--- config.mk ---
export PLATFORM = sky130hd
export DESIGN_NAME = cpu_sequencer
export DESIGN_NICKNAME = d
export VERILOG_FILES = /design/src/rtl/cpu_sequencer.sv
export SDC_FILE = /design/constraint.sdc
export NUM_CORES = 1
export LEC_CHECK = 0
export ABC_CLOCK_PERIOD_IN_PS = 2550
export CAP_MARGIN = 5
export CORE_ASPECT_RATIO = 0.8
export CORE_MARGIN = 3
export CORE_UTILIZATION = 44
export CTS_CLUSTER_SIZE = 40
export DETAILED_ROUTE_END_ITERATION = 8
export PLACE_DENSITY_LB_ADDON = 0.2
export SLEW_MARGIN = 40
export SYNTH_ARGS = -nofsm -noshare
export SYNTH_HDL_FRONTEND = slang
export SYNTH_SLANG_ARGS = --single-unit
--- constraint.sdc ---
create_clock -name clk -period 2.55 [get_ports clk]
set_input_delay 0.51 -clock clk [delete_from_list [all_inputs] [get_ports clk]]
set_output_delay 0.51 -clock clk [all_outputs]
set_load 0.02 [all_outputs]
--- src/rtl/cpu_sequencer.sv ---
// Multi-cycle fetch/decode/execute/memory/write-back sequencer for the 16-bit CPU.
// Optional retired-instruction counter is built only when CPU_SEQ_PERF_EN is defined.
module cpu_sequencer #(
    parameter int MEM_TIMEOUT = 15,
    parameter int CNT_W       = 16
) (
    input  logic             clk,
    input  logic             reset,
    input  logic             run,
    input  logic [4:0]       opcode,
    input  logic             dec_regwrite,
    input  logic             dec_memwrite,
    input  logic             dec_nz,
    input  logic             dec_pc_enable,
    input  logic             mem_ready,
    output logic             mem_req,
    output logic             mem_sel,
    output logic             mem_we,
    output logic             ir_load,
    output logic             pc_enable,
    output logic             rf_we,
    output logic             nz_we,
    output logic             fault,
    output logic [2:0]       state,
    output logic [CNT_W-1:0] retired
);

    localparam int WAIT_W = (MEM_TIMEOUT < 1) ? 1 : $clog2(MEM_TIMEOUT + 1);
    // The final waiting cycle is the one in which the count would reach MEM_TIMEOUT.
    localparam logic [WAIT_W-1:0] WAIT_LAST =
        WAIT_W'((MEM_TIMEOUT < 1) ? 0 : MEM_TIMEOUT - 1);
    localparam bit TIMEOUT_EN = (MEM_TIMEOUT != 0);

    localparam logic [4:0] OP_LD = 5'b00100;
    localparam logic [4:0] OP_ST = 5'b00101;

    typedef enum logic [2:0] {
        S_IDLE   = 3'd0,
        S_FETCH  = 3'd1,
        S_DECODE = 3'd2,
        S_EXEC   = 3'd3,
        S_MEM    = 3'd4,
        S_WB     = 3'd5,
        S_FAULT  = 3'd6
    } state_t;

    state_t            state_q;
    logic [WAIT_W-1:0] wait_q;
    logic              mem_req_q;
    logic              mem_sel_q;
    logic              wb_q;
    logic              fault_q;

    logic              is_mem_op;
    logic              timeout_hit;

    assign is_mem_op   = (opcode == OP_LD) || (opcode == OP_ST);
    assign timeout_hit = TIMEOUT_EN && (wait_q == WAIT_LAST);

    always_ff @(posedge clk) begin
        if (reset) begin
            state_q   <= S_IDLE;
            wait_q    <= '0;
            mem_req_q <= 1'b0;
            mem_sel_q <= 1'b0;
            wb_q      <= 1'b0;
            fault_q   <= 1'b0;
        end else begin
            case (state_q)
                S_IDLE: begin
                    if (run) begin
                        state_q   <= S_FETCH;
                        wait_q    <= '0;
                        mem_req_q <= 1'b1;
                        mem_sel_q <= 1'b0;
                    end
                end

                S_FETCH: begin
                    if (mem_ready) begin
                        state_q   <= S_DECODE;
                        mem_req_q <= 1'b0;
                    end else if (timeout_hit) begin
                        state_q   <= S_FAULT;
                        mem_req_q <= 1'b0;
                        fault_q   <= 1'b1;
                    end else begin
                        wait_q <= wait_q + WAIT_W'(1);
                    end
                end

                S_DECODE: begin
                    state_q <= S_EXEC;
                end

                S_EXEC: begin
                    if (is_mem_op) begin
                        state_q   <= S_MEM;
                        wait_q    <= '0;
                        mem_req_q <= 1'b1;
                        mem_sel_q <= 1'b1;
                    end else begin
                        state_q <= S_WB;
                        wb_q    <= 1'b1;
                    end
                end

                S_MEM: begin
                    // Ready is tested first so a response in the last allowed cycle still completes.
                    if (mem_ready) begin
                        state_q   <= S_WB;
                        mem_req_q <= 1'b0;
                        mem_sel_q <= 1'b0;
                        wb_q      <= 1'b1;
                    end else if (timeout_hit) begin
                        state_q   <= S_FAULT;
                        mem_req_q <= 1'b0;
                        mem_sel_q <= 1'b0;
                        fault_q   <= 1'b1;
                    end else begin
                        wait_q <= wait_q + WAIT_W'(1);
                    end
                end

                S_WB: begin
                    wb_q <= 1'b0;
                    if (run) begin
                        state_q   <= S_FETCH;
                        wait_q    <= '0;
                        mem_req_q <= 1'b1;
                        mem_sel_q <= 1'b0;
                    end else begin
                        state_q <= S_IDLE;
                    end
                end

                S_FAULT: begin
                    state_q <= S_FAULT;
                end

                default: begin
                    state_q   <= S_FAULT;
                    mem_req_q <= 1'b0;
                    mem_sel_q <= 1'b0;
                    wb_q      <= 1'b0;
                    fault_q   <= 1'b1;
                end
            endcase
        end
    end

    // Decoder controls pass through only in the cycle the registered phase flags allow.
    assign mem_req   = mem_req_q;
    assign mem_sel   = mem_sel_q;
    assign mem_we    = mem_req_q & mem_sel_q & dec_memwrite;
    assign ir_load   = mem_req_q & ~mem_sel_q & mem_ready;
    assign rf_we     = wb_q & dec_regwrite;
    assign nz_we     = wb_q & dec_nz;
    assign pc_enable = wb_q & dec_pc_enable;
    assign fault     = fault_q;
    assign state     = state_q;

`ifdef CPU_SEQ_PERF_EN
    logic [CNT_W-1:0] retired_q;

    always_ff @(posedge clk) begin
        if (reset) begin
            retired_q <= '0;
        end else if (state_q == S_WB) begin
            retired_q <= retired_q + CNT_W'(1);
        end
    end

    assign retired = retired_q;
`else
    assign retired = '0;
`endif

endmodule

### Yosys cells after proc, flatten, opt, wreduce, memory -nomap -nowiden

Index checks and enable logic that the tools add are counted.

* magnitude comparators: 0
* multiply operators: 0
* muxes and demuxes: 25
* equality and inequality tests: 19
* shifts and indexed selects: 0
* add/sub/neg operators: 1
* reduce and logical (&&, ||, !) cells: 14
* bitwise operators: 12
* divide/modulo/power cells: 0

Operator list (number)
* case mux 3 bit (6 select lines): 1
* two-way mux 4 bit: 4
* two-way mux 3 bit: 4
* != test 2 bit (second input constant): 6
* case mux 4 bit (3 select lines): 1
* two-way mux 1 bit: 11
* == test 5 x 3 -> 1 bit (second input constant): 2
* == test 3 bit (second input constant): 3
* case mux 1 bit (4 select lines): 2
* AND reduction 4 bit: 2
* AND 1 bit: 7
* == test 3 x 2 -> 1 bit (second input constant): 2
* AND reduction 3 bit: 2
* OR reduction 2 bit: 3
* NOT 1 bit: 5
* AND reduction 5 bit: 1
* OR reduction 5 bit: 1
* adder 4 x 1 -> 4 bit (second input constant): 1
* == test 4 bit (second input constant): 1
* != test 2 x 1 -> 1 bit (second input constant): 2
* OR reduction 4 bit: 1
* == test 3 x 1 -> 1 bit (second input constant): 1
* zero test 3 bit: 1
* != test 3 x 1 -> 1 bit (second input constant): 1
* 6 further kinds: 6

* logic and storage cells: 77
* memory bits (read-only): 0
* output and inout bits: 27
* bits in writable memories: 0
* bits in registers: 11
* latch bits: 0
* memories: 0

### Depth between registers and ports, before layout

Gate-level depths: netlist (run 1).

* depth after elaboration: 4
* mapped depth: 6
* depth with buffers taken out: 6

### Worst setup path before layout (run 1)

No wires, ideal clock.

* path kind: input port to flip-flop
* from: input opcode[1]
* to: register mem_req_q (netlist: mem_req)
* cell stages on the path: 4
* setup time: 0.121 ns
* slack: 0.861 ns
* required time: 2.429 ns
* arrival: 1.568 ns
* buffers on the path: 0
* cell sequence: or4b_4 -> a22oi_2 -> o211ai_2 -> mux2_4

* cells in the longest elaborated chain, start to end: 4
* elaborated cells between the ends (all ways): 5

Ends and longest elaborated chain
* from (decl): line 10 `input logic [4:0] opcode,`
* == test 5 x 3 -> 1 bit: line 57 `assign is_mem_op = (opcode == OP_LD) || (opcode == OP_ST);`
* logical OR 1 bit *: line 57
* != test 2 bit (no line) *
* AND reduction 4 bit (no line) *
* to (signal assigned): line 64 `mem_req_q <= 1'b0;`
* to (signal assigned): line 74 `mem_req_q <= 1'b1;`
* to (signal assigned): line 82 `mem_req_q <= 1'b0;`
* to (decl): line 49 `logic mem_req_q;`

Every way passes the cells marked *; elsewhere a longest branch is shown, timed or not.
A chain may end at the register's enable or synchronous reset.

### Worst setup path after layout (run 1)

* from: input mem_ready
* to: output ir_load

* cells in the longest elaborated chain, start to end: 1

Ends and longest elaborated chain
* from (decl): line 15 `input logic mem_ready,`
* AND 1 bit: line 156 `assign ir_load = mem_req_q & ~mem_sel_q & mem_ready;`
* to (decl): line 19 `output logic ir_load,`

No other way between the ends.

==> impl_metrics.json, run 1 <==
{
  "outcome": "complete, no violations",
  "h-tree-depth": 1,
  "viasPerCell": 5.23,
  "dr.pass1.iters": 4,
  "clkTransAtPathRegs_ns": 0.06,
  "worstMarginPinSlew_ns": 0.523,
  "grt_overflow_total": 0,
  "power.switching_w": 0.000132,
  "clock_skew_ns": 0.00528,
  "post-route-util": 0.578,
  "diodes": 0,
  "drt_iter0_drc": 15,
  "combPwrFrac": 0.272,
  "io_buffers": 22,
  "p_seq_frac": 0.446,
  "fmax_mhz": 445,
  "p_leak_nw": 0.424,
  "yosysSeqAreaShare": 0.244,
  "slew_headroom": 0.651,
  "final_common_cell": "clkdlybuf4s50_1",
  "finalCritPeriodShare": 0.882,
  "grt_start_max_net_pins": 17,
  "setup_tns_ns": 0,
  "cp.required_ns": 2.04,
  "postSynthCellCount": 115,
  "ir_drop_mv": 0.290,
  "power_density_mw_per_mm2": 380,
  "place.gp.congestion": 0.850,
  "endpoint_kind": "primary output",
  "cts_tree": "done",
  "via_count": 837,
  "coreArea_sq_mm": 0.00191,
  "crit_arrival_ns": 1.74,
  "cts_buffers": 3,
  "hold_violations": 0,
  "maxCapViolations": 0,
  "hp-class": "flop to flop",
  "p_int_w": 0.000287,
  "cts_resized": 0,
  "final_nets": 152,
  "p_clk_frac": 0.282,
  "cpMaxStageDelayCell": "clkdlybuf4s50_1",
  "clockBufferDepth": 2,
  "die_y_um": 46.5,
  "wl_per_cell_um": 13.0,
  "final_cell_mix": "22 x clkdlybuf4s50_1, 16 x conb_1, 11 x a21oi_1, 11 x dfxtp_1",
  "grt_pass1_vias": 758,
  "synth_warnings": 0,
  "layout-drive-gt1-share": 0.0882,
  "cts.root.buffer_cell": "clkbuf_4",
  "min_period_ns": 2.25,
  "grt_pass1_wl_um": 3330,
  "max_stage_delay_ns": 0.59,
  "grt_setup_unrepaired": "no",
  "post-cts-setup-buffer-count": 0,
  "postCtsHoldBufs": 0,
  "synth_cell_types": 38,
  "start_util": 0.473,
  "rows": 14,
  "drc_errors": 0,
  "critical_path.top_delay_family": "buffers and inverters",
  "routed_wl_um": 2070,
  "nFillCells": 195,
  "swShare": 0.315,
  "worstPathBufferInverterCount": 2,
  "synth_seq_cells": 11,
  "final_antenna_net_count": 0,
  "cts.sinks": 11,
  "cpMostUsedCell": "clkdlybuf4s50_1",
  "grt_usage": 0.165,
  "path_cells": "clkdlybuf4s50_1, and3b_1, clkdlybuf4s50_1",
  "netlist_area_sq_um": 903,
  "clk_latency_ns": 0.27,
  "chipWidth_um": 56.7,
  "die_area_sq_mm": 0.00264,
  "postSynthAreaPerCell_sq_um": 7.86,
  "area_delta_synth_final_pct": 22.2,
  "crit_fanout": 2,
  "hpwl_um": 1540,
  "startpoint_type": "input port",
  "drv_slew": 0,
  "ios": 40,
  "path_class": "input port to primary output",
  "finalSetupViolCount": 0,
  "antenna_found_initial": 0
}
## cell families after synthesis
group           share of synthesized area
compound gates                      0.251
xor+xnor                          0.00970
fa+ha+maj                          0.0277
buf+inv                             0.176
flops                               0.244
mux                                0.0402
other cells                       0.00415
simple gates                        0.248
## worst min-delay path, delay by kind of cell (launching register included)
family | cells | cell delay [ns]
muxes | 1 | 0.06
and+or+nand+nor | 1 | 0.08
DFF | 1 | 0.34
## Yosys cell counts (all sizes together)
library cell,instances,area (sq um)
buf,18,133
a21oi,11,55.1
dfxtp,11,220
nand2,6,22.5
nor2,6,22.5
nor2b,6,37.5
o21ai,6,30.0
a31oi,4,37.5
and2,4,25.0
clkbuf,4,15.0
nand3,4,20.0
o211ai,4,35.0
inv,3,11.3
a211oi,2,15.0
a22oi,2,20.0
and3,2,12.5
ha,2,25.0
mux2,2,26.3
nand4,2,12.5
nor3,2,10.0
o21a,2,15.0
a2111o,1,11.3
and3b,1,8.76
conb,1,3.75
mux2i,1,10.0
nand2b,1,6.26
nor3b,1,7.51
nor4b,1,8.76
nor4bb,1,10.0
o31ai,1,7.51
or2,1,6.26
or4b,1,13.8
xnor2,1,8.76
## flip-flops by register name (all words and copies together) (netlist names)
register and count:
mem_sel 1, fault 1, wait_q 4, wb_q 1, mem_req 1, state 3
## worst paths after layout
kind                            slack, ns                endpoint                    from  cells past startpoint
worst max-delay path                 0.30                 ir_load               mem_ready                      3
worst min register to register       0.52  wait_q[1]$_SDFFE_PP0P_  wait_q[1]$_SDFFE_PP0P_                      2
worst max register to register       0.76    mem_req$_SDFFE_PP0P_  wait_q[0]$_SDFFE_PP0P_                      6
worst min-delay path                 0.52  wait_q[1]$_SDFFE_PP0P_  wait_q[1]$_SDFFE_PP0P_                      2
## power groups by stage
stage / Sequential [W] / Combinational, W / Clock, W
after floorplan: 0.000191 / 0.0000914 / 0
after global placement: 0.000191 / 0.000111 / 0
after detailed placement: 0.000191 / 0.000112 / 0
after CTS: 0.000187 / 0.000113 / 0.000124
after global routing: 0.000188 / 0.000122 / 0.000131
final: 0.000187 / 0.000114 / 0.000118
## through the flow
| step | cell area [sq um] | hold WS (ns) | power [W] | cells | setup WS (ns) |
|---|---|---|---|---|---|
| 4_1_cts | 1100 | 0.526 | 0.000424 | 160 | 0.296 |
| 3_5_place_dp | 1080 | 0.515 | 0.000303 | 156 | 0.302 |
| 2_1_floorplan | 960 | 0.481 | 0.000282 | 130 | 0.861 |
| 5_1_grt | 1100 | 0.558 | 0.000441 | 160 | 0.271 |
| 3_3_place_gp | 1080 | 0.504 | 0.000301 | 156 | 0.315 |
| 6_report | 1100 | 0.522 | 0.000419 | 160 | 0.301 |
## layer usage
metal | GRT usage | part of all wire | up-vias
met5 | 0 | 0 | -
met4 | 0.0284 | 0.0029 | 0
met1 | 0.199 | 0.46 | 371
li1 | - | - | 422
met2 | 0.283 | 0.44 | 42
met3 | 0.0644 | 0.097 | 2
## area by class of cell
class	count	area, sq um	share of cell area
clock buffers	4	26.3	0.0238
inverters	3	11.3	0.0102
multi-input cells	94	581	0.526
flip-flops and latches	11	220	0.200
well taps	24	30.0	0.0272
repair buffers	24	235	0.213
Power figures use the tool's default switching activity.
==> inputs of run 2 (changes only) <==
--- a/config.mk
+++ b/config.mk
@@ -12,6 +12,7 @@
 export CORE_UTILIZATION = 44
 export CTS_CLUSTER_SIZE = 40
 export DETAILED_ROUTE_END_ITERATION = 8
+export GPL_ROUTABILITY_DRIVEN = 0
 export PLACE_DENSITY_LB_ADDON = 0.2
 export SLEW_MARGIN = 40
 export SYNTH_ARGS = -nofsm -noshare
==> results of run 2 <==
The final DEF is identical to that of run 1; final timing and power are the same.
